File: src/rtl/wordcopy_pkg.sv
// wordcopy_pkg: register offsets and FSM state encodings shared by the word copy accelerator.
package wordcopy_pkg;
    localparam logic [3:0] REG_CTRL = 4'd0;
    localparam logic [3:0] REG_SRC  = 4'd1;
    localparam logic [3:0] REG_DST  = 4'd2;
    localparam logic [3:0] REG_CNT  = 4'd3;
    typedef enum logic [1:0] {S_IDLE, S_HOLD, S_ACK, S_RELEASE} slv_state_t;
    typedef enum logic [1:0] {E_IDLE, E_RD_REQ, E_RD_WAIT, E_WR_REQ} eng_state_t;
endpackage

File: src/rtl/wordcopy_engine.sv
// wordcopy_engine: Avalon-MM master that copies cnt words from src to dst, one read then one write per word.
module wordcopy_engine
    import wordcopy_pkg::*;
(
    input  logic        clk,
    input  logic        rst_n,
    input  logic        start_i,
    input  logic [31:0] src_i,
    input  logic [31:0] dst_i,
    input  logic [31:0] cnt_i,
    output logic        busy_o,
    input  logic        master_waitrequest_i,
    output logic [31:0] master_address_o,
    output logic        master_read_o,
    input  logic [31:0] master_readdata_i,
    input  logic        master_readdatavalid_i,
    output logic        master_write_o,
    output logic [31:0] master_writedata_o
);
    eng_state_t  state_q, state_d;
    logic [31:0] src_q, src_d, dst_q, dst_d, cnt_q, cnt_d, idx_q, idx_d, data_q, data_d;

    always_ff @(posedge clk or negedge rst_n) begin
        if (!rst_n) begin
            state_q <= E_IDLE;
            src_q   <= '0;
            dst_q   <= '0;
            cnt_q   <= '0;
            idx_q   <= '0;
            data_q  <= '0;
        end else begin
            state_q <= state_d;
            src_q   <= src_d;
            dst_q   <= dst_d;
            cnt_q   <= cnt_d;
            idx_q   <= idx_d;
            data_q  <= data_d;
        end
    end

    always_comb begin
        state_d = state_q;
        src_d   = src_q;
        dst_d   = dst_q;
        cnt_d   = cnt_q;
        idx_d   = idx_q;
        data_d  = data_q;
        case (state_q)
            E_IDLE: if (start_i) begin
                src_d   = src_i;
                dst_d   = dst_i;
                cnt_d   = cnt_i;
                idx_d   = '0;
                state_d = (cnt_i == '0) ? E_IDLE : E_RD_REQ;
            end
            E_RD_REQ: state_d = master_waitrequest_i ? E_RD_REQ : E_RD_WAIT;
            E_RD_WAIT: if (master_readdatavalid_i) begin
                data_d  = master_readdata_i;
                state_d = E_WR_REQ;
            end
            E_WR_REQ: if (!master_waitrequest_i) begin
                idx_d   = idx_q + 32'd1;
                state_d = (idx_q + 32'd1 == cnt_q) ? E_IDLE : E_RD_REQ;
            end
        endcase
    end

    // Addresses are combinational from the registered state, so they stay put while stalled.
    assign busy_o             = state_q != E_IDLE;
    assign master_read_o      = state_q == E_RD_REQ;
    assign master_write_o     = state_q == E_WR_REQ;
    assign master_address_o   = master_read_o  ? src_q + {idx_q[29:0], 2'b00} :
                                master_write_o ? dst_q + {idx_q[29:0], 2'b00} : '0;
    assign master_writedata_o = data_q;
endmodule

File: src/rtl/wordcopy.sv
// wordcopy: memory-to-memory word copy accelerator; Avalon-MM slave register file and handshake FSM
// driving the copy engine. An offset-0 read stalls until the engine is idle.
module wordcopy
    import wordcopy_pkg::*;
(
    input  logic        clk,
    input  logic        rst_n,
    output logic        slave_waitrequest,
    input  logic [3:0]  slave_address,
    input  logic        slave_read,
    output logic [31:0] slave_readdata,
    input  logic        slave_write,
    input  logic [31:0] slave_writedata,
    input  logic        master_waitrequest,
    output logic [31:0] master_address,
    output logic        master_read,
    input  logic [31:0] master_readdata,
    input  logic        master_readdatavalid,
    output logic        master_write,
    output logic [31:0] master_writedata
);
    slv_state_t  state_q, state_d;
    logic        wr_q, wr_d, req, wr_req, busy, start;
    logic [3:0]  addr_q, addr_d;
    logic [31:0] src_q, src_d, dst_q, dst_d, cnt_q, cnt_d, rdata_q, rdata_d;

    // Only a definite 1 counts as a request; X or 0 is ignored.
    assign wr_req = slave_write === 1'b1;
    assign req    = wr_req || (slave_read === 1'b1);

    always_ff @(posedge clk or negedge rst_n) begin
        if (!rst_n) begin
            state_q <= S_IDLE;
            wr_q    <= 1'b0;
            addr_q  <= '0;
            src_q   <= '0;
            dst_q   <= '0;
            cnt_q   <= '0;
            rdata_q <= '0;
        end else begin
            state_q <= state_d;
            wr_q    <= wr_d;
            addr_q  <= addr_d;
            src_q   <= src_d;
            dst_q   <= dst_d;
            cnt_q   <= cnt_d;
            rdata_q <= rdata_d;
        end
    end

    always_comb begin
        state_d = state_q;
        wr_d    = wr_q;
        addr_d  = addr_q;
        src_d   = src_q;
        dst_d   = dst_q;
        cnt_d   = cnt_q;
        rdata_d = rdata_q;
        case (state_q)
            S_IDLE: if (req) begin
                state_d = S_HOLD;
                wr_d    = wr_req;
                addr_d  = slave_address;
            end
            S_HOLD: state_d = (addr_q == REG_CTRL && busy) ? S_HOLD : S_ACK;
            S_ACK: begin
                state_d = S_RELEASE;
                src_d   = (wr_q && addr_q == REG_SRC) ? slave_writedata : src_q;
                dst_d   = (wr_q && addr_q == REG_DST) ? slave_writedata : dst_q;
                cnt_d   = (wr_q && addr_q == REG_CNT) ? slave_writedata : cnt_q;
                rdata_d = wr_q                ? rdata_q :
                          addr_q == REG_SRC   ? src_q   :
                          addr_q == REG_DST   ? dst_q   :
                          addr_q == REG_CNT   ? cnt_q   : '0;
            end
            S_RELEASE: state_d = req ? S_RELEASE : S_IDLE;
        endcase
    end

    assign slave_waitrequest = req && state_q != S_ACK && state_q != S_RELEASE;
    assign slave_readdata    = rdata_q;
    assign start             = state_q == S_ACK && wr_q && addr_q == REG_CTRL;

    wordcopy_engine u_engine (
        .clk                    (clk),
        .rst_n                  (rst_n),
        .start_i                (start),
        .src_i                  (src_q),
        .dst_i                  (dst_q),
        .cnt_i                  (cnt_q),
        .busy_o                 (busy),
        .master_waitrequest_i   (master_waitrequest),
        .master_address_o       (master_address),
        .master_read_o          (master_read),
        .master_readdata_i      (master_readdata),
        .master_readdatavalid_i (master_readdatavalid),
        .master_write_o         (master_write),
        .master_writedata_o     (master_writedata)
    );
endmodule

File: config.mk
export PLATFORM = sky130hd
export DESIGN_NAME = wordcopy
export DESIGN_NICKNAME = d
export VERILOG_FILES = /design/src/rtl/wordcopy_pkg.sv /design/src/rtl/wordcopy_engine.sv /design/src/rtl/wordcopy.sv
export SDC_FILE = /design/constraint.sdc
export NUM_CORES = 1
export LEC_CHECK = 0
export ABC_AREA = 1
export CAP_MARGIN = 0
export CORE_MARGIN = 2
export CORE_UTILIZATION = 45
export CTS_BUF_LIST = sky130_fd_sc_hd__clkbuf_4
export CTS_CLUSTER_DIAMETER = 200
export DETAILED_ROUTE_END_ITERATION = 8
export GPL_TIMING_DRIVEN = 0
export PLACE_DENSITY = 0.79
export SLEW_MARGIN = 0
export SYNTH_ARGS = -nofsm -noshare
export SYNTH_HDL_FRONTEND = slang
export SYNTH_SLANG_ARGS = --single-unit
export TNS_END_PERCENT = 20
File: constraint.sdc
create_clock -name clk -period 2.5 [get_ports clk]
set_input_delay 0.25 -clock clk [delete_from_list [all_inputs] [get_ports clk]]
set_output_delay 0.25 -clock clk [all_outputs]
set_load 0.02 [all_outputs]
-- Yosys cells after proc, flatten, opt, wreduce, memory -nomap -nowiden
Index checks and enable logic that the tools add are counted.
- output and inout port bits: 99
- bits of input ports: 74
- word-level logic and storage cells: 78
- register bits: 297
- muxes and demuxes: 19
- $add $sub $neg: 3
- reduce and logical (&&, ||, !) cells: 24
- bitwise logic cells: 1
- eq/ne operators: 18
- operators with widths (kind ; count):
    2-to-1 mux 32 bit ; 7
    adder 32 bit ; 2
    one-hot mux 32 bit (2 select lines) ; 1
    adder 32 x 1 -> 32 bit, second input constant ; 1
    equality test 32 bit ; 1
    zero test 32 bit ; 1
    one-hot mux 2 bit (4 select lines) ; 2
    2-to-1 mux 2 bit ; 7
    AND reduction 2 bit ; 7
    inequality test 2 bit, second input constant ; 6
    equality test 2 bit, second input constant ; 4
    equality test 4 x 2 -> 1 bit, second input constant ; 2
    logical AND 1 bit ; 8
    AND reduction 3 bit ; 2
    equality test 2 x 1 -> 1 bit, second input constant ; 2
    equality test 4 x 1 -> 1 bit, second input constant ; 1
    zero test 2 bit ; 2
    zero test 4 bit ; 1
    nonzero test 2 bit ; 2
    case equality test 1 bit, second input constant ; 2
    2-to-1 mux 1 bit ; 2
    logical OR 1 bit ; 1
    inverter 1 bit ; 1

-- Longest topological paths before layout
- word-level depth: 5
- mapped depth: 16
- mapped depth without buffers: 16

-- By module
Synthesis repeated with hierarchy kept, for this count alone.
- cells, all modules: 2232
- area, all modules: 17407.9 sq um
- by module, submodules not included (module ; area each (sq um) ; sequential area each (sq um) ; times used ; cells an instance):
    wordcopy_engine ; 11081.9 ; 4053.9 ; 1 ; 1422
    wordcopy ; 6326.1 ; 3378.2 ; 1 ; 810

-- Least setup slack after synthesis
OpenSTA, ideal clock, no wires.
- path kind: register to output
- start: reg u_engine.idx_q[0]
- end: out master_address[16]
- setup slack: -141 ps
- buffers on the path: 0
- arrival: 2391 ps
- cell stages (with the launch flop): 12
- required time: 2250 ps
- path through: dfrtp_1 ha_1 inv_1 fa_1 o21ai_2 inv_1 o21ai_1 nand2_1 nand2_1 a21oi_1 xor2_1 o21ai_0
- word-level cells in the longest chain between the ends: 3
- elaborated cells between the ends (all ways): 4
- those cells by class: add/sub (2); mux (2)
- RTL lines (what ; RTL line ; RTL):
    start: declaration ; wordcopy_engine.sv:21 ; logic [31:0] src_q, src_d, dst_q, dst_d, cnt_q, cnt_d, idx_q, idx_d, data_q, data_d;
    start signal: assignment ; wordcopy_engine.sv:36 ; idx_q <= idx_d;
    adder 32 bit ; wordcopy_engine.sv:73 ; master_write_o ? dst_q + {idx_q[29:0], 2'b00} : '0;
    2-to-1 mux 32 bit ; wordcopy_engine.sv:73 ;
    2-to-1 mux 32 bit * ; wordcopy_engine.sv:72 ; assign master_address_o = master_read_o ? src_q + {idx_q[29:0], 2'b00} :
    end: declaration ; wordcopy.sv:15 ; output logic [31:0] master_address,
Mark *: on every way between the ends. The rest lies on a longest branch, timed or not.

-- Final worst setup path
- start: reg u_engine.idx_q[0]
- end: out master_address[24]
Same word-level chain as after synthesis.

==> impl_summary.txt <==
----------------------------------------------------
[Run status]
  Result of the run ... finished, violations left
  Violations in the final reports ... setup timing

[Clock tree]
  CTS tree ... built
  Maximum root-to-sink buffer count ... 3
  Cell at the root of the clock tree ... clkbuf_4
  Clock buffer count from CTS ... a little over 70
  H-tree lvl count ... 3
  Clock transition at the register clock pins on the worst setup and hold paths after CTS ... 70 ps
  CTS Sinks ... 297
  Clock latency of the later-clocked register in the worst-skew pair ... 730 ps

[Floorplan]
  Die width ... 195 um
  Initial Utilization ... 0.454
  I/O pin cnt ... 173
  Area enclosed by the die boundary ... 38200 um^2
  Die Y-Extent ... between 150 and 200 um
  Number of placement rows ... 70
  Floorplan core area ... about 36000 um^2

[Timing]
  Final Hold Vio Count ... 0
  Transition time at the pin with the least slew margin ... between 900 and 1000 ps
  Pins Over Slew Limit ... 0
  Setup repair after global routing missed its margin ... yes
  Count of final setup violators ... 37
  Worst rel slew slack ... 0.384
  Final period demand of the worst path ... 3210 ps
  Highest Clock Rate ... slightly above 300 MHz
  Final worst clock skew ... 57.3 ps
  PnR worst setup slack ... -711 ps
  Post-route fraction of the period consumed by the critical path ... 1.28

[Synthesis]
  Post-synth design cell area ... ~16000 um^2
  Count of flip-flops with a built-in enable after synthesis ... 0
  Share of synthesized registers carrying an async set or reset ... 1.00
  Post-synthesis sequential element count ... 297
  Post-synthesis cell count ... 2107
  Total of warnings raised by yosys ... 0
  Net count after synthesis ... about 2.2k
  Proportion of synthesized chip area in sequential cells ... 0.451
  Primary flip-flop cell chosen by synthesis mapping ... dfrtp_1
  Average size of a mapped cell ... 7.83 um^2
  Distinct cells, synth ... 46

[Routing]
  Number of remaining DRC errors ... 0
  Detailed-router iteration count before antenna repair ... 6
  Total vias in the final route ... 16.2k
  Routed wire length per instance ... 18.9 um
  Final routed wirelength across all metal layers ... 55.5 mm
  Number of nets still failing antenna checks after routing ... 0
  Violation count after the first detailed-routing iteration ... approximately 1.4k
  Via density per instance ... 5.51

[Place]
  Number of I/O port buffers ... 172
  Detailed-placement wirelength estimate ... ~42 mm
  Total cell area at the placement stage ... 18900 um^2
  Last weighted congestion value of the routability-driven placer ... 0.957

[Setup path]
  Dominant cell type by count on the critical path ... inv_2
  CP cell instances ... ha_4, inv_2, fa_2, o21ai_4, a21oi_4, inv_2, nand2_2, nand2_4, a21boi_2, o21bai_1, o21ai_1, o21ai_2, buf_6
  CP required ... 2250 ps
  Standard cell with the maximum stage delay on the critical path ... dfrtp_2
  Number of cells traversed by the worst register-to-register path ... 16
  Crit path DAT ... 2960 ps
  End point of the critical path ... master_address[24]
  Reg2Reg Capture Point ... u_engine.state_q[0]
  Critical Path End Type ... output port
  Critical Path Start Type ... register
  CP peak stage delay ... 450 ps
  Category of the most critical setup path ... reg -> out
  Start point of the critical path ... u_engine.idx_q[0]
  Start of the worst register-to-register path ... u_engine.idx_q[0]
  Minimum setup slack among reg-to-reg paths ... -110 ps
  Maximum fanout along the worst path ... 5

[Power and ir drop]
  Areal power density over the cells ... 1090 nW/um^2
  Worst supply voltage drop on vdd ... 854 uV
  Total leakage power ... 10.1 nW

[Finish]
  Layout Area Growth over Synthesis ... 30.1%
  Nets ... 2551
  Fraction of layout instances using a drive strength above 1 ... 0.200
  Summed area of non-filler cells in the final layout ... 21500 um^2
  Share of the core filled with cells ... 0.590

[Global route]
  Total gr overflow ... 0
  Wire length of the first global-routing pass ... between 80 and 90 mm
  Total global routing track utilization ... 0.285
  Maximum number of pins on one net before global-route repair ... between 100 and 150
  Initial antenna violation count ... 1
  Vias in the first global route ... 15.9k

[Worst hold path]
  Worst min-delay path class ... in -> async

[Flow run]
  Number of maximum-capacitance constraint violations ... 0

----------------------------------------------------
power by group:
part | internal [mW] | leakage (nW) | switching (mW)
clock | 2.01 | 0.528 | 2.00
combinational | 4.76 | 6.05 | 6.24
sequential | 6.65 | 3.53 | 1.79
total | 13.4 | 10.1 | 10.0
critical path: cells and delay by family, from the launching register on:
kind / cells / cell delay [ps]
AND/OR/NAND/NOR: 2 / 160
adder cells (fa/ha/maj): 2 / 530
buffers and inverters: 3 / 240
AO/OA/AOI/OAI: 6 / 880
flip-flops: 1 / 450
synthesized netlist by cell type, types with 9 or more instances:
cell type,n,area [um^2]
inv_1,261,980
nand4_1,14,87.6
a21o_1,10,75.1
nand2_1,536,2010
xor2_1,16,140
nand3b_1,12,90.1
nor2_2,10,62.6
xnor2_1,13,114
o22a_1,32,280
mux2_2,35,394
nand3_1,84,420
o21ai_0,296,1480
clkbuf_1,64,240
o21bai_1,9,67.6
nor3_1,12,60.1
ha_1,59,738
nor2_1,129,484
a21oi_1,89,445
o22ai_1,61,382
dfrtp_1,297,7430
worst min-delay path by stage:
stage / to / cells after the start
6_report: src_q[8] / 2
4_1_cts: addr_q[0] / 3
3_3_place_gp: cnt_q[11] / 2
2_1_floorplan: asynchronous set/reset pin / 0
3_5_place_dp: src_q[8] / 1
5_1_grt: addr_q[1] / 3
per-stage QoR:
step                      hold slack, ps  worst slack, ps  setup TNS, ps  instances  power (mW)
final                               97.2             -711         -15740       2934        23.4
after global routing                86.9             -856         -19850       2934        24.8
after CTS                           84.4             -753         -16000       2899        22.7
after detailed placement             291            -1200         -21920       2749        17.8
after global placement               466           -11280       -3363340       2747        17.5
after floorplan                    -45.6            -94.7           -239       2107        13.7
sequential cells by signal (all words and copies together), names as in the netlist, 2 cells and up, named ones only:
register / cells
addr_q: 4
u_engine.src_q: 32
src_q: 32
state_q: 2
u_engine.master_writedata_o: 32
u_engine.cnt_q: 32
u_engine.idx_q: 32
slave_readdata: 32
dst_q: 32
cnt_q: 32
u_engine.dst_q: 32
routing by layer:
metal  routed length, um  vias up  global-route usage
met5                   0        -                   0
met4                1890        0               0.111
met3                4230      113              0.0506
met2               25200      672               0.461
met1               24200     7705               0.384
li1                    -     7662                   -
cell usage in the layout, fill, tap and decap left out, types with 47 or more instances in the layout:
| cell | instances |
|---|---|
| nand2_1 | 509 |
| o21ai_0 | 265 |
| dfrtp_1 | 253 |
| inv_1 | 250 |
| clkdlybuf4s50_1 | 140 |
| nor2_1 | 122 |
| clkbuf_4 | 100 |
| buf_4 | 73 |
| nand3_1 | 73 |
| o22ai_1 | 61 |
| clkbuf_1 | 59 |
| a21oi_1 | 51 |
| ha_4 | 47 |
final cells by class:
type                    count  area (um^2)
diodes                      1         2.50
plain buffers              69          282
clock buffers              96          721
clock inverters            27          169
fillers                  3099        14900
inverters                 268         1010
multi-input cells        1473         8980
flip-flops and latches    297         7490
well taps                 468          586
repair buffers            235         2220
kinds of logic after synthesis:
| logic type | share of synthesized area |
|---|---|
| buffers and inverters | 0.0768 |
| flip-flops | 0.451 |
| XOR/XNOR | 0.0168 |
| adder cells (fa/ha/maj) | 0.0472 |
| multiplexers | 0.0239 |
| AND/OR/NAND/NOR | 0.205 |
| AO/OA/AOI/OAI | 0.180 |
what timing repair did:
item                       CTS  global route
buffers inserted            26            35
pin swaps                   26            54
cloned                       0             0
hold buffers                 1             0
setup endpoints to repair   35            53
resized for setup          320           141
hold endpoints to repair    84             0
Power figures use the tool's default switching activity.
